`src/rtl/fsk_demod_pkg.sv`:
```
// Shared types and helpers for the zero-crossing FSK demodulator.
package fsk_demod_pkg;

  typedef enum logic [1:0] {IDLE, HUNT, TRACK} state_e;

  localparam int MPR_DEF     = 18;
  localparam int CW_DEF      = 16;
  localparam int SYM_LEN_DEF = 256;
  localparam int CNT_THR_DEF = 6;
  localparam int HYS_DEF     = 64;
  localparam int LOS_LEN_DEF = 1024;

  // Increment x, holding at the all-ones value of a w-bit counter.
  function automatic logic [31:0] sat_inc(input logic [31:0] x, input int w);
    logic [31:0] mx;
    mx = (w >= 32) ? '1 : ((32'd1 << w) - 32'd1);
    return (x >= mx) ? mx : x + 32'd1;
  endfunction

endpackage

```
`src/rtl/fsk_zc_det.sv`:
```
// Hysteretic sign tracker and carrier period counter.
module fsk_zc_det
  import fsk_demod_pkg::*;
#(
  parameter int MPR = MPR_DEF,
  parameter int CW  = CW_DEF,
  parameter int HYS = HYS_DEF
) (
  input  logic                  clk,
  input  logic                  reset_n,
  input  logic                  clr_i,
  input  logic                  adv_i,
  input  logic signed [MPR-1:0] data_i,
  output logic                  rc_o,
  output logic [CW-1:0]         pc_o,
  output logic [CW-1:0]         period_o
);

  localparam logic signed [MPR-1:0] HI = MPR'(HYS);
  localparam logic signed [MPR-1:0] LO = -HI;

  logic          pos_q, pos_d;
  logic [CW-1:0] pc_q, pc_d, per_q, per_d;
  logic          above, below;

  assign above    = data_i > HI;
  assign below    = data_i < LO;
  assign rc_o     = adv_i & ~pos_q & above;
  assign pc_o     = pc_q;
  assign period_o = per_q;

  always_comb begin
    pos_d = pos_q;
    pc_d  = pc_q;
    per_d = per_q;
    if (clr_i) begin
      pos_d = 1'b0;
      pc_d  = '0;
    end else if (adv_i) begin
      if (above)      pos_d = 1'b1;
      else if (below) pos_d = 1'b0;
      // pc counts samples since the last crossing, so the crossing sample closes the period at pc+1
      if (rc_o) begin
        per_d = CW'(sat_inc(32'(pc_q), CW));
        pc_d  = '0;
      end else begin
        pc_d  = CW'(sat_inc(32'(pc_q), CW));
      end
    end
  end

  always_ff @(posedge clk or negedge reset_n) begin
    if (!reset_n) begin
      pos_q <= 1'b0;
      pc_q  <= '0;
      per_q <= '0;
    end else begin
      pos_q <= pos_d;
      pc_q  <= pc_d;
      per_q <= per_d;
    end
  end

endmodule

```
`src/rtl/fsk_zc_demod.sv`:
```
// FSK demodulator: counts rising zero crossings per symbol window and slices them into bits.
module fsk_zc_demod
  import fsk_demod_pkg::*;
#(
  parameter int MPR     = MPR_DEF,
  parameter int CW      = CW_DEF,
  parameter int SYM_LEN = SYM_LEN_DEF,
  parameter int CNT_THR = CNT_THR_DEF,
  parameter int HYS     = HYS_DEF,
  parameter int LOS_LEN = LOS_LEN_DEF
) (
  input  logic                  clk,
  input  logic                  reset_n,
  input  logic                  clken,
  input  logic                  en,
  input  logic                  in_valid,
  input  logic signed [MPR-1:0] in_data,
  output logic                  bit_o,
  output logic                  bit_valid,
  output logic [CW-1:0]         period_o,
  output logic                  locked,
  output logic                  los
);

  state_e        state_q;
  logic [CW-1:0] scnt_q, xcnt_q, scnt_inc, xcnt_nxt, pc;
  logic          bit_q, bv_q, los_q;
  logic          acc, run, clr, adv, rc, los_hit, win_end;

  assign acc = clken & in_valid;
  assign run = en & (state_q != IDLE);
  assign clr = clken & ~run;
  assign adv = acc & run;

  fsk_zc_det #(.MPR(MPR), .CW(CW), .HYS(HYS)) u_det (
    .clk      (clk),
    .reset_n  (reset_n),
    .clr_i    (clr),
    .adv_i    (adv),
    .data_i   (in_data),
    .rc_o     (rc),
    .pc_o     (pc),
    .period_o (period_o)
  );

  assign los_hit  = adv & ~rc & (pc == CW'(LOS_LEN - 1));
  assign scnt_inc = scnt_q + 1'b1;
  assign xcnt_nxt = rc ? CW'(sat_inc(32'(xcnt_q), CW)) : xcnt_q;
  assign win_end  = scnt_inc == CW'(SYM_LEN);

  assign bit_o     = bit_q;
  assign bit_valid = bv_q;
  assign locked    = state_q == TRACK;
  assign los       = los_q;

  always_ff @(posedge clk or negedge reset_n) begin
    if (!reset_n) begin
      state_q <= IDLE;
      scnt_q  <= '0;
      xcnt_q  <= '0;
      bit_q   <= 1'b0;
      bv_q    <= 1'b0;
      los_q   <= 1'b0;
    end else if (clken) begin
      bv_q <= 1'b0;
      if (!en) begin
        state_q <= IDLE;
        scnt_q  <= '0;
        xcnt_q  <= '0;
      end else begin
        case (state_q)
          IDLE: begin
            state_q <= HUNT;
            scnt_q  <= '0;
            xcnt_q  <= '0;
          end
          HUNT: begin
            if (los_hit) los_q <= 1'b1;
            else if (rc) begin
              // the crossing that opens the window is sample 1 but is not counted
              state_q <= TRACK;
              scnt_q  <= CW'(1);
              xcnt_q  <= '0;
              los_q   <= 1'b0;
            end
          end
          TRACK: begin
            if (los_hit) begin
              los_q   <= 1'b1;
              state_q <= HUNT;
              scnt_q  <= '0;
              xcnt_q  <= '0;
            end else if (adv) begin
              if (rc) los_q <= 1'b0;
              if (win_end) begin
                bit_q  <= xcnt_nxt >= CW'(CNT_THR);
                bv_q   <= 1'b1;
                scnt_q <= '0;
                xcnt_q <= '0;
              end else begin
                scnt_q <= scnt_inc;
                xcnt_q <= xcnt_nxt;
              end
            end
          end
          default: state_q <= IDLE;
        endcase
      end
    end
  end

endmodule

```
`config.mk`:
```
export PLATFORM = sky130hd
export DESIGN_NAME = fsk_zc_demod
export DESIGN_NICKNAME = d
export VERILOG_FILES = /design/src/rtl/fsk_demod_pkg.sv /design/src/rtl/fsk_zc_det.sv /design/src/rtl/fsk_zc_demod.sv
export SDC_FILE = /design/constraint.sdc
export NUM_CORES = 1
export LEC_CHECK = 0
export BUFFER_PORTS_ARGS = -buffer_cell sky130_fd_sc_hd__buf_2
export CAP_MARGIN = 0
export CELL_PAD_IN_SITES_DETAIL_PLACEMENT = 0
export CELL_PAD_IN_SITES_GLOBAL_PLACEMENT = 2
export CORE_MARGIN = 1.5
export CORE_UTILIZATION = 40
export CTS_BUF_LIST = sky130_fd_sc_hd__clkbuf_8
export CTS_CLUSTER_DIAMETER = 50
export DETAILED_ROUTE_END_ITERATION = 6
export PLACE_DENSITY = 0.95
export SETUP_SLACK_MARGIN = 0.15
export SLEW_MARGIN = 5
export SYNTH_ARGS = -nofsm -noshare
export SYNTH_HDL_FRONTEND = slang
export SYNTH_SLANG_ARGS = --single-unit
```
`constraint.sdc`:
```
create_clock -name clk -period 6 [get_ports clk]
set_clock_uncertainty 0.15 [all_clocks]
set_input_delay 0.9 -clock clk [delete_from_list [all_inputs] [get_ports clk]]
set_output_delay 0.9 -clock clk [all_outputs]
set_load 0.02 [all_outputs]
```
==> impl_metrics.toml, run 1 <==
[synthesis]
synth_area_um2 = 4570
synth_cell_types = 58
synth_area_per_cell_um2 = 8.00
postSynth.topFlopCell = "dfrtp_1"
synth_warnings = 0
syn_inst = 571
synthesis.nets = 602
synth_edf_count = 0
ys_ff_latch = 70
synthArstFlopShare_pct = 100
yosys.area.top_type = "dfrtp_1"
yosys.area.top_type_share_pct = 38.4
synthTopCellsByArea = "dfrtp_1, a21oi_1, nand2_1, o21ai_0, nand3_1"
ys_seq_area_share_pct = 38.4

[power_and_ir_drop]
power.total_w = 0.00134
pwr-share-clk_pct = 29.7
intPower_w = 0.000864
p_sw_w = 0.000475
peakVddDrop_mv = 0.160
leakage_nw = 2.03
power.density_nw_per_um2 = 265
swShare_pct = 35.5
combPwrFrac_pct = 28.2
seqPwrFrac_pct = 42.2

[clocking]
cts_setup_buffers = 0
ctsHtreeMaxLevel = 3
cts.sinks = 70
root_buffer = "clkbuf_8"
ctsHoldBuffers = 0
clk_pin_slew_ns = 0.08
clk_latency_ns = 0.36
cts_made_buffers = 9
cts_buffer_depth = 2
cts-resized-gates = 0
cts_tree = "built"

[critical_path]
cp_cell_sequence = "buf_2, nand4b_1, or3_1, a21o_1, nor2_1, a41oi_1, or4_1, o31a_1"
slowest_stage = "or3_1"
rr_worst_depth = 9
critPathArrivalTime_ns = 4.23
rr_startpoint = "state_q[0]$_DFFE_PN0P_"
critPathKind = "in -> reg"
ff2ff_setup_slack_ns = 2.11
rr_endpoint = "bit_o$_DFFE_PN0P_"
path_max_fanout = 24
max_stage_delay_ns = 0.60
critPathTopFamily = "simple AND/OR/NAND/NOR gates"
crit_path_end_kind = "flip-flop"
worstPathRequired_ns = 6.10
path_buf_inv = 1
startpoint_type = "input port"

[die]
dieWidth_um = 110
coreArea_um2 = 11000
dieArea_um2 = 12100
io_pins = 43
die_height_um = 110
core.rowCount = 38
initial_utilization_pct = 41.6

[global_routing]
grt_max_degree = 71
grt_pass1_vias = 4052
track_usage_pct = 22.0
antenna_found_initial = 0
grt_overflow = 0
grt_pass1_wl_um = 20500

[route]
drt_wl_total_um = 12400
route.detailed.drc = 0
drt-initial-drc-count = 297
vias = 4363
ant_nets = 0
avgViaCountPerCell = 5.90
avgRoutedWirePerCell_um = 16.7
drt_first_pass_iters = 5

[sta]
relSlewSlack_pct = 18.7
rsz0062_at_grt = "no"
finalHoldViolations = 0
slew_viol_final = 0
final.setup.tns_ns = 0
tightest_slew_ns = 1.21
post-route-min-period_ns = 4.13
fin_crit_sh_pct = 68.8
setup_viol = 0
timing.fmax_mhz = 242

[cells_and_area]
final_common_cell = "dfrtp_1"
syn2layout_area_growth_pct = 10.7
mostFrequentLayoutCells = "dfrtp_1, nand2_1, a21oi_1"
n_antenna_cell = 0
nNetsFinal = 626
drive_gt1_share_pct = 12.2

[place]
hpwl_um = 8460
port_buffers = 42
gp_congestion = 0.903

[job]
cap_violations = 0

[min_path]
min_from = "u_det.period_o[14]$_DFFE_PN0P_"
min_path_cells = 2
min_to = "u_det.period_o[14]$_DFFE_PN0P_"
hold_class = "reg -> reg"

[status]
status = "complete, no violations"
-- metrics by stage --
stage	worst slack (ns)	hold WS, ns	std cells	util (%)	instance area [um^2]
after floorplan	2.51	0.304	571	-	4570
after global routing	1.60	0.390	740	46.0	5050
after CTS	1.90	0.370	740	46.0	5050
final	1.87	0.373	740	46.0	5050
after global placement	1.70	0.330	724	44.2	4850
after detailed placement	1.52	0.351	724	44.2	4850
-- cell families after synthesis --
kind of cell,share of synthesized area (%)
buffers and inverters,5.78
AO/OA/AOI/OAI,24.3
AND/OR/NAND/NOR,24.8
flip-flops,38.4
XOR/XNOR,3.07
multiplexers,1.53
adder cells (fa/ha/maj),2.19
-- worst max-delay path by stage --
stage	start	endpoint	depth (start not counted)
finish	en	bit_o$_DFFE_PN0P_	8
global route	en	bit_o$_DFFE_PN0P_	8
CTS	en	bit_o$_DFFE_PN0P_	8
detailed placement	en	bit_o$_DFFE_PN0P_	8
global placement	en	bit_o$_DFFE_PN0P_	8
floorplan	clken	bit_o$_DFFE_PN0P_	9
-- routing by layer --
| metal | track usage (%) | vias up | routed length [um] | part of all wire (%) |
|---|---|---|---|---|
| li1 | - | 2123 | - | - |
| met1 | 30.2 | 2100 | 5700 | 46 |
| met2 | 35.0 | 121 | 5860 | 47 |
| met3 | 3.44 | 19 | 596 | 4.8 |
| met4 | 7.88 | 0 | 208 | 1.7 |
| met5 | 0 | - | 0 | 0 |
-- worst register-to-register path: cells and delay by family (launching register included) --
family	cells	cell delay, ns
AO/OA/AOI/OAI	3	0.87
adder cells (fa/ha/maj)	1	0.24
buffers and inverters	1	0.10
flip-flops	1	0.37
AND/OR/NAND/NOR	4	2.06
-- synth_stat cells (all sizes together) (4+ instances only) --
| cell | instances |
|---|---|
| buf | 9 |
| nand4 | 17 |
| and4 | 4 |
| nand3 | 41 |
| clkbuf | 26 |
| a211oi | 6 |
| dfrtp | 70 |
| o22ai | 9 |
| ha | 8 |
| or4 | 7 |
| nor2 | 44 |
| o211ai | 6 |
| inv | 32 |
| a21o | 4 |
| nor4 | 6 |
| mux2i | 7 |
| a21oi | 55 |
| o31ai | 11 |
| nor3 | 6 |
| xnor2 | 14 |
| and2 | 10 |
| and3 | 6 |
| or3 | 6 |
| o21ai | 48 |
| a31oi | 15 |
| nand2b | 5 |
| nand2 | 63 |
-- flip-flops by register name (all words and copies together) (netlist names) --
register and count:
scnt_q 16, bit_o 1, u_det.period_o 16, los 1, u_det.pos_q 1, xcnt_q 16, bit_valid 1, state_q 2
u_det.pc_o 16
-- layout make-up --
type | instances | area (um^2)
Tap cell | 140 | 175
Timing Repair Buffer | 48 | 258
Sequential cell | 70 | 1750
Inverter | 32 | 120
Multi-Input combinational cell | 434 | 2550
Clock inverter | 5 | 48.8
Clock buffer | 11 | 151
Fill cell | 1095 | 5930
-- power by group through the flow --
| stage | combinational, W | clock, W | sequential [W] |
|---|---|---|---|
| after floorplan | 0.000192 | 0 | 0.000626 |
| after global placement | 0.000373 | 0 | 0.000572 |
| after detailed placement | 0.000378 | 0 | 0.000573 |
| after CTS | 0.000379 | 0.000410 | 0.000565 |
| after global routing | 0.000418 | 0.000426 | 0.000571 |
| final | 0.000377 | 0.000398 | 0.000565 |
Note: power is estimated with default switching activity, not from simulation.
==> run 2, diff against run 1 <==
CORE_UTILIZATION = 33   (was 40)
PLACE_DENSITY = 0.85   (was 0.95)
clock period = 3.45 ns   (was 6 ns; I/O delays follow)
==> run 2 against run 1 <==
First-iteration DRC count rose by 11%. Final cell count is 8.2% higher. Worst setup slack worse by 1.7 ns. Combinational power increased by 99%. Clock power is 82% higher. Total power grew 83%. Worst hold slack got worse by 0.25 ns. Cell area rose by 6.2%. Count of clock-buffer cells in the layout shrank 2. Non-clock buffer count increased by 25. Critical path type is now reg -> reg. Largest cell class unchanged. Largest power group unchanged.
==> impl_metrics.toml, run 2 (same netlist as run 1, synthesis figures left out) <==
[status]
status = "complete, no violations"

[critical_path]
ff2ff_setup_slack_ns = 0.21
path_max_fanout = 11
rr_endpoint = "bit_o$_DFFE_PN0P_"
critPathArrivalTime_ns = 3.37
rr_startpoint = "state_q[1]$_DFFE_PN0P_"
startpoint_type = "flip-flop"
critPathKind = "reg -> reg"
crit_path_end_kind = "flip-flop"
rr_worst_depth = 10
worstPathRequired_ns = 3.58

[sta]
post-route-min-period_ns = 3.24
tightest_slew_ns = 0.943
finalHoldViolations = 0
slew_viol_final = 0
relSlewSlack_pct = 37.1
whs_ns = 0.123
setup_viol = 0
timing.fmax_mhz = 309
fin_crit_sh_pct = 93.9
final.setup.tns_ns = 0
rsz0062_at_grt = "yes"

[cells_and_area]
n_antenna_cell = 0
nNetsFinal = 651
finalNonFillerCells = 801
mostFrequentLayoutCells = "dfrtp_1, nand2_1, a21oi_1"
syn2layout_area_growth_pct = 17.6
drive_gt1_share_pct = 17.6
final_common_cell = "dfrtp_1"

[place]
hpwl_um = 9220
place_inst = 784
port_buffers = 42
gp_congestion = 0.897

[route]
route.detailed.drc = 0
ant_nets = 0
vias = 4468
avgRoutedWirePerCell_um = 16.5
drt_first_pass_iters = 5
avgViaCountPerCell = 5.58
drt_wl_total_um = 13300
drt-initial-drc-count = 330

[clocking]
ctsHoldBuffers = 0
ctsHtreeMaxLevel = 3
clk_pin_slew_ns = 0.09
cts_tree = "built"
cts_made_buffers = 9
clk_latency_ns = 0.39
cts.sinks = 70
cts_buffer_depth = 2
root_buffer = "clkbuf_8"

[global_routing]
grt_pass1_wl_um = 21900
track_usage_pct = 19.0
grt_pass1_vias = 4335
grt_max_degree = 71
antenna_found_initial = 0
grt_overflow = 0

[job]
cap_violations = 0

[die]
initial_utilization_pct = 34.2
io_pins = 43
dieWidth_um = 121
core.rowCount = 42
dieArea_um2 = 14600
coreArea_um2 = 13300
die_height_um = 121

[power_and_ir_drop]
peakVddDrop_mv = 0.285
leakage_nw = 2.16
power.total_w = 0.00245
power.density_nw_per_um2 = 457

[min_path]
hold_class = "in -> async"
-- run 2: changes by cell type in the layout (fill, tap and decap cells not counted), moves of 2 or more --
cell,delta
clkinvlp_4,+2
inv_6,+3
a2111oi_2,+2
clkbuf_8,-2
a2111oi_0,-2
clkinv_2,-3
buf_4,+24
-- run 2: critical path: stages (launching register included) --
cell and delay [ns]:
dfrtp_1 0.39, inv_1 0.09, ha_1 0.21, nand4b_1 0.20, buf_4 0.21, or4_1 0.52
a211oi_2 0.25, mux2i_1 0.27, nand2_1 0.07, or4_1 0.48, o31a_1 0.29
-- run 2: cell type report --
cell class | count | area [um^2]
inverter | 32 | 120
fill | 1387 | 7980
sequential | 70 | 1750
clock buffer | 9 | 124
multi-input combinational | 434 | 2620
tap | 176 | 220
clock inverter | 7 | 80.1
timing repair buffer | 73 | 458
-- run 2: how the worst max path moves through the flow --
stage,startpoint,to,slack (ns),cells past startpoint
global placement,state_q[0]$_DFFE_PN0P_,bit_o$_DFFE_PN0P_,0.09,9
global route,state_q[0]$_DFFE_PN0P_,bit_o$_DFFE_PN0P_,0.09,10
finish,state_q[1]$_DFFE_PN0P_,bit_o$_DFFE_PN0P_,0.21,10
detailed placement,state_q[0]$_DFFE_PN0P_,scnt_q[7]$_DFFE_PN0P_,0.11,10
CTS,state_q[1]$_DFFE_PN0P_,bit_o$_DFFE_PN0P_,0.19,11
floorplan,state_q[0]$_DFFE_PN0P_,bit_o$_DFFE_PN0P_,0.28,10
-- run 2: layer usage --
layer	vias to the layer above	share of wire [%]	GRT usage, %
met1	2147	46	25.1
met4	0	2.2	8.68
met5	-	0	0
met3	23	3.9	3.30
met2	115	48	30.3
li1	2183	-	-
-- run 2: power breakdown --
group	leakage (nW)	internal, W	switching [W]	total [W]
combinational	1.13	0.000284	0.000466	0.000751
sequential	0.941	0.000917	0.0000599	0.000977
clock	0.0968	0.000342	0.000382	0.000724
total	2.16	0.00154	0.000908	0.00245
-- run 2: timing repair --
item                                    in CTS  in global routing
endpoints found under the setup margin       6                 14
endpoints found under the hold margin        0                  0
resized for setup                            5                 10
pin swaps                                    0                  1
setup buffers                                0                  1
-- run 2: stage by stage --
| stage | cell area (um^2) | setup slack [ns] | utilization, % |
|---|---|---|---|
| global route | 5370 | 0.0867 | 40.2 |
| floorplan | 4570 | 0.282 | - |
| detailed placement | 5090 | 0.109 | 38.2 |
| CTS | 5320 | 0.188 | 39.8 |
| global placement | 5090 | 0.0931 | 38.2 |
| finish | 5370 | 0.210 | 40.2 |
